--- config.mk ---
export PLATFORM = sky130hd
export DESIGN_NAME = adder_tree_pipelined_flat
export DESIGN_NICKNAME = d
export VERILOG_FILES = /design/src/rtl/adder_tree_pkg.sv /design/src/rtl/adder_tree_pipelined_if.sv /design/src/rtl/adder_tree_level.sv /design/src/rtl/adder_tree_pipelined.sv /design/src/flat_wrapper.sv
export SDC_FILE = /design/constraint.sdc
export NUM_CORES = 1
export LEC_CHECK = 0
export ABC_AREA = 1
export CORE_ASPECT_RATIO = 0.6
export CORE_MARGIN = 3
export CORE_UTILIZATION = 57
export CTS_CLUSTER_DIAMETER = 200
export CTS_CLUSTER_SIZE = 28
export DETAILED_ROUTE_END_ITERATION = 6
export PLACE_DENSITY = 0.95
export SLEW_MARGIN = 5
export SYNTH_ARGS = -nofsm -noshare
export SYNTH_HDL_FRONTEND = slang
export SYNTH_SLANG_ARGS = --single-unit
--- constraint.sdc ---
create_clock -name clk -period 3 [get_ports clk]
set_clock_uncertainty 0.1 [all_clocks]
set_input_delay 0.45 -clock clk [delete_from_list [all_inputs] [get_ports clk]]
set_output_delay 0.45 -clock clk [all_outputs]
set_load 0.02 [all_outputs]
--- src/rtl/adder_tree_pkg.sv ---
// Shared helpers for the pipelined adder tree: level geometry and
// saturating resize used by the output stage.
package adder_tree_pkg;

  function automatic int tree_levels(input int n);
    return (n <= 1) ? 1 : $clog2(n);
  endfunction

  function automatic int level_count(input int n, input int i);
    int c;
    c = n;
    for (int k = 0; k < i; k++) c = (c + 1) / 2;
    return c;
  endfunction

  // Bit offset of level i inside the flattened tree vector
  function automatic int level_offset(
    input int n,
    input int w,
    input int i
  );
    int o;
    o = 0;
    for (int k = 0; k < i; k++) o += level_count(n, k) * (w + k);
    return o;
  endfunction

  function automatic logic signed [63:0] sat_resize(
    input logic signed [63:0] x,
    input int                 w
  );
    logic signed [63:0] hi;
    logic signed [63:0] lo;
    hi = (64'sd1 <<< (w - 1)) - 64'sd1;
    lo = -(64'sd1 <<< (w - 1));
    if (x > hi) return hi;
    if (x < lo) return lo;
    return x;
  endfunction

endpackage

--- src/rtl/adder_tree_pipelined_if.sv ---
// Streaming bundle of the adder tree: operand vector in, scaled sum out,
// plus the pipeline occupancy flag.
interface adder_tree_pipelined_if
  import adder_tree_pkg::*;
#(
  parameter int N_INPUTS  = 4,
  parameter int IN_WIDTH  = 16,
  parameter int OUT_WIDTH = IN_WIDTH + tree_levels(N_INPUTS)
);

  logic [N_INPUTS*IN_WIDTH-1:0] in_data;
  logic                         in_valid;
  logic                         in_ready;
  logic [OUT_WIDTH-1:0]         out_data;
  logic                         out_valid;
  logic                         out_ready;
  logic                         busy;

  modport master (
    output in_data,
    output in_valid,
    input  in_ready,
    input  out_data,
    input  out_valid,
    output out_ready,
    input  busy
  );

  modport slave (
    input  in_data,
    input  in_valid,
    output in_ready,
    output out_data,
    output out_valid,
    input  out_ready,
    output busy
  );

endinterface

--- src/rtl/adder_tree_level.sv ---
// One tree level: pairwise sign-extended adds into a register bank
// with its valid bit, all gated by the shared advance enable.
module adder_tree_level
  import adder_tree_pkg::*;
#(
  parameter int N_IN = 2,
  parameter int W_IN = 8
) (
  input  logic                               clk,
  input  logic                               arst,
  input  logic                               advance,
  input  logic                               vin,
  input  logic [N_IN*W_IN-1:0]               d,
  output logic                               vout,
  output logic [((N_IN+1)/2)*(W_IN+1)-1:0]   q
);

  localparam int N_OUT = (N_IN + 1) / 2;
  localparam int W_OUT = W_IN + 1;

  logic [N_OUT*W_OUT-1:0] sum;

  for (genvar j = 0; j < N_OUT; j++) begin : g_pair
    logic signed [W_OUT-1:0] a;
    assign a = {d[(2*j+1)*W_IN-1], d[2*j*W_IN +: W_IN]};
    if (2 * j + 1 < N_IN) begin : g_add
      logic signed [W_OUT-1:0] b;
      assign b = {d[(2*j+2)*W_IN-1], d[(2*j+1)*W_IN +: W_IN]};
      assign sum[j*W_OUT +: W_OUT] = a + b;
    end else begin : g_pass
      // Odd element rides through with one extra sign bit
      assign sum[j*W_OUT +: W_OUT] = a;
    end
  end

  always_ff @(posedge clk or posedge arst) begin
    if (arst) begin
      q    <= '0;
      vout <= 1'b0;
    end else if (advance) begin
      q    <= sum;
      vout <= vin;
    end
  end

endmodule

--- src/rtl/adder_tree_pipelined.sv ---
// Registered binary adder tree with valid/ready streaming and global stall.
// Define ADDER_TREE_SATURATE_EN to clamp instead of wrap on width reduction.
module adder_tree_pipelined
  import adder_tree_pkg::*;
#(
  parameter int N_INPUTS  = 4,
  parameter int IN_WIDTH  = 16,
  parameter int OUT_WIDTH = IN_WIDTH + tree_levels(N_INPUTS),
  parameter int OUT_SCALE = 0
) (
  input logic                   clk,
  input logic                   arst,
  adder_tree_pipelined_if.slave bus
);

  localparam int LEVELS     = tree_levels(N_INPUTS);
  localparam int FULL_WIDTH = IN_WIDTH + LEVELS;
  localparam int TOTAL      =
    level_offset(N_INPUTS, IN_WIDTH, LEVELS + 1);

  logic                         advance;
  logic [LEVELS:0]              vld;
  logic [TOTAL-1:0]             tree;
  logic signed [FULL_WIDTH-1:0] full_sum;

  assign advance     = !bus.out_valid || bus.out_ready;
  assign bus.in_ready = advance;

  assign vld[0] = bus.in_valid;
  assign tree[N_INPUTS*IN_WIDTH-1:0] = bus.in_data;

  for (genvar i = 1; i <= LEVELS; i++) begin : g_lvl
    localparam int NI  = level_count(N_INPUTS, i - 1);
    localparam int NO  = level_count(N_INPUTS, i);
    localparam int WI  = IN_WIDTH + i - 1;
    localparam int OFI = level_offset(N_INPUTS, IN_WIDTH, i - 1);
    localparam int OFO = level_offset(N_INPUTS, IN_WIDTH, i);

    adder_tree_level #(
      .N_IN (NI),
      .W_IN (WI)
    ) u_level (
      .clk     (clk),
      .arst    (arst),
      .advance (advance),
      .vin     (vld[i-1]),
      .d       (tree[OFI +: NI*WI]),
      .vout    (vld[i]),
      .q       (tree[OFO +: NO*(WI+1)])
    );
  end

  assign full_sum = tree[TOTAL-1 -: FULL_WIDTH];

  // Arithmetic shift floors toward -inf before the width change
`ifdef ADDER_TREE_SATURATE_EN
  assign bus.out_data = OUT_WIDTH'(
    sat_resize(64'(full_sum >>> OUT_SCALE), OUT_WIDTH));
`else
  assign bus.out_data = OUT_WIDTH'(full_sum >>> OUT_SCALE);
`endif

  assign bus.out_valid = vld[LEVELS];
  assign bus.busy      = |vld[LEVELS:1];

endmodule

--- src/flat_wrapper.sv ---
// flat-port wrapper written by rule: the top's interface ports become plain ports
module adder_tree_pipelined_flat import adder_tree_pkg::*;
#(
  parameter int N_INPUTS  = 4,
  parameter int IN_WIDTH  = 16,
  parameter int OUT_WIDTH = IN_WIDTH + tree_levels(N_INPUTS),
  parameter int OUT_SCALE = 0
)
  (clk, arst, bus_in_data, bus_in_valid, bus_in_ready, bus_out_data, bus_out_valid, bus_out_ready, bus_busy);
  adder_tree_pipelined_if #(.N_INPUTS(N_INPUTS), .IN_WIDTH(IN_WIDTH), .OUT_WIDTH(OUT_WIDTH)) bus_i ();
  input logic clk;
  input logic arst;
  input wire logic [$bits(bus_i.in_data)-1:0] bus_in_data;
  input wire logic [$bits(bus_i.in_valid)-1:0] bus_in_valid;
  output wire logic [$bits(bus_i.in_ready)-1:0] bus_in_ready;
  output wire logic [$bits(bus_i.out_data)-1:0] bus_out_data;
  output wire logic [$bits(bus_i.out_valid)-1:0] bus_out_valid;
  input wire logic [$bits(bus_i.out_ready)-1:0] bus_out_ready;
  output wire logic [$bits(bus_i.busy)-1:0] bus_busy;
  assign bus_i.in_data = bus_in_data;
  assign bus_i.in_valid = bus_in_valid;
  assign bus_in_ready = bus_i.in_ready;
  assign bus_out_data = bus_i.out_data;
  assign bus_out_valid = bus_i.out_valid;
  assign bus_i.out_ready = bus_out_ready;
  assign bus_busy = bus_i.busy;
  adder_tree_pipelined #(.N_INPUTS(N_INPUTS), .IN_WIDTH(IN_WIDTH), .OUT_WIDTH(OUT_WIDTH), .OUT_SCALE(OUT_SCALE)) u_core (.clk(clk), .arst(arst), .bus(bus_i));
endmodule
==> qor.log <==
INFO  setup_path     critical_setup_path_class=primary input to primary output
INFO  synthesis      postSynthNetCount=783
INFO  detailed_routing post_drt_via_cell_ratio=5.72
INFO  pwr            power.density_cell_area=668nW/um^2
INFO  sta            tightestPinTransition=694ps
INFO  clock_tree     postCtsHoldBufs=0
INFO  synthesis      netlist-cell-type-count=27
INFO  floorplan      core_area=7510um^2
INFO  layout         fin_cells=856
INFO  clock_tree     cts_tree=yes
INFO  sta            timing.slew.headroom=53.7%
INFO  floorplan      die_footprint=9120um^2
INFO  status         outcome=finished clean
INFO  global_routing pin_count_of_the_biggest_net_entering_global_routing=72
INFO  sta            post_route_clock_period_utilization=76.8%
INFO  sta            timing_hold_violations_final=0
INFO  layout         finalNetCount=871
INFO  layout         layout_common_cells=sky130_fd_sc_hd__nand2_1 (245), sky130_fd_sc_hd__clkdlybuf4s50_1 (88), sky130_fd_sc_hd__inv_1 (58)
INFO  sta            max_freq=0.434GHz
INFO  pwr            p_leak=2.91nW
INFO  floorplan      placement_rows=24
INFO  placement      detailed_place.area=5550um^2
INFO  setup_path     crit_slowest_cell=sky130_fd_sc_hd__clkdlybuf4s50_1
INFO  worst_hold_path min_path_type=register to register
INFO  synthesis      post_synth_instance_area=4550um^2
INFO  global_routing grt_antenna_before_repair=0
INFO  layout         n_antenna_cell=0
INFO  setup_path     cp_num_buf_inv=3
INFO  placement      dp_hpwl=10.7mm
INFO  clock_tree     clock_sink_count=54
INFO  setup_path     crit_fanout=2
INFO  floorplan      ios=89
INFO  setup_path     timing.critical_path.max_delay_family=buffers and inverters
INFO  placement      portBuffers=88
INFO  global_routing grt_use_total=30.7%
INFO  placement      dp.cells=848
INFO  setup_path     cp_data_arrival_time=1750ps
INFO  clock_tree     cts_setup_buffers=0
INFO  global_routing grt.overflow.total=0
INFO  clock_tree     clk_pin_slew=70ps
INFO  sta            fin_setup_tns=0ps
INFO  worst_hold_path hold_start=u_core.g_lvl[1].u_level.q[15]
INFO  synthesis      synth_seq_area_share=29.7%
INFO  synthesis      post_synth_inst_count=663
INFO  setup_path     critical_path.cell_chain=clkdlybuf4s50_1, nor2_4, inv_2, clkdlybuf4s50_1
INFO  setup_path     critPathLaunchType=primary input
INFO  pwr            report.power.total=0.00381W
INFO  global_routing grt_first_pass_wirelength=22.1mm
INFO  floorplan      chipHeight=75.2um
INFO  setup_path     critical_path_required=2450ps
INFO  detailed_routing drt_iter0_markers=500
INFO  sta            setup_violations=0
INFO  global_routing grt_pass1_vias=4725
INFO  detailed_routing drt-pass1-iter-count=5
INFO  clock_tree     tritoncts.num_buffers=5
INFO  setup_path     slowest_delay=620ps
INFO  setup_path     setup_crit_end_kind=primary output
INFO  setup_path     timing.critical_path.mode_cell=sky130_fd_sc_hd__clkdlybuf4s50_1
INFO  detailed_routing wire_per_inst=16.1um
INFO  layout         design_area=5710um^2
INFO  clock_tree     htree_num_levels=2
INFO  layout         drive_gt1_share=4.65%
INFO  floorplan      initial_core_util=60.6%
INFO  sta            report.final.slew_viol_count=0
INFO  synthesis      yosysWarnings=0
INFO  placement      gpl.final_weighted_congestion=0.877
INFO  layout         area_delta_synth_final=25.4%
INFO  detailed_routing totalWireLength=13.8mm
INFO  clock_tree     clock_latency=300ps
INFO  synthesis      postSynthAreaPerCell=6.86um^2
INFO  pwr            vdd.ir_drop.worst=0.523mV
INFO  clock_tree     clock_tree.buffer_depth=2
INFO  layout         layout_commonest_cell=sky130_fd_sc_hd__nand2_1
INFO  sta            period_minus_slack=2300ps
INFO  clock_tree     cts_root_buffer=sky130_fd_sc_hd__clkbuf_16
INFO  synthesis      number_of_synthesized_register_bits=54
INFO  detailed_routing drc=0
INFO  setup_path     startpoint=bus_out_ready
INFO  job            drv.max_cap_violation_count=0
INFO  detailed_routing drtAntennaViolNets=0
INFO  clock_tree     postCtsResizedCells=0
INFO  detailed_routing via_count=4894
INFO  setup_path     regToRegStartpoint=u_core.g_lvl[1].u_level.q[17]
INFO  floorplan      fp.dieW=121um
INFO  sta            rsz0062_at_grt=no
==> per-stage QoR <==
step | hold WS [ps] | setup slack, ps | utilization [%]
finish | 390 | 695 | 76.0
global route | 410 | 645 | 76.0
CTS | 391 | 715 | 76.0
detailed placement | 365 | 518 | 73.9
global placement | 343 | 633 | 73.9
floorplan | 331 | 1140 | -
==> registers in the layout (all words and copies together), names as in the netlist <==
register and flops:
u_core.g_lvl.u_level.vout 2, u_core.g_lvl.u_level.q 52
==> final timing paths <==
check / to / slack (ps) / cells after the start
max in group asynchronous: u_core.g_lvl[2].u_level.vout / 1790 / 3
min in group asynchronous: u_core.g_lvl[1].u_level.q[11] / 450 / 2
max reg2reg: u_core.g_lvl[2].u_level.q[14] / 770 / 13
max: bus_in_ready / 700 / 4
min reg2reg: u_core.g_lvl[1].u_level.q[15] / 390 / 2
min: u_core.g_lvl[1].u_level.q[15] / 390 / 2
==> cells in the mapped netlist (all sizes together) <==
cell,n,area (um^2)
inv,62,233
buf,4,22.5
xnor2,17,149
and2,4,25.0
nand2,256,988
o21ai,44,228
dfrtp,54,1350
nor3,9,50.1
fa,3,60.1
a21o,5,37.5
clkbuf,6,22.5
ha,49,613
nor2,33,134
o21bai,1,7.51
a21oi,49,257
nand3b,12,90.1
nand3,55,280
==> layer usage <==
layer  up-vias  share of wire (%)  GRT usage (%)
met5         -                  0              0
li1       2345                  -              -
met1      2251                 46           42.7
met4         0                3.0           10.6
met3        45                7.4           5.63
met2       253                 43           49.2
==> report_power, final <==
part	total (W)	switching [W]	internal, W
logic	0.00207	0.00123	0.000840
clock network	0.000612	0.000276	0.000336
registers	0.00112	0.000162	0.000960
total	0.00381	0.00167	0.00214
==> worst min-delay path, delay by kind of cell, from the launching register on <==
family / cells / cell delay, ps
and+or+nand+nor: 2 / 110
DFF: 1 / 350
==> final cells by class <==
cell class	count	area, um^2
clock inverters	2	17.5
repair buffers	91	916
inverters	62	233
multi-input cells	537	2920
fillers	564	1800
clock buffers	6	139
well taps	104	130
flip-flops and latches	54	1350
==> logic make-up after synthesis <==
| family | after synthesis | synth area share [%] |
|---|---|---|
| DFF | 54 | 29.7 |
| xor gates and xnor gates | 17 | 3.27 |
| buffers and inverters | 72 | 6.11 |
| AOI/OAI and AO/OA | 99 | 11.6 |
| adders and majority gates | 52 | 14.8 |
| and+or+nand+nor | 369 | 34.5 |
Note: power is estimated with default switching activity, not from simulation.
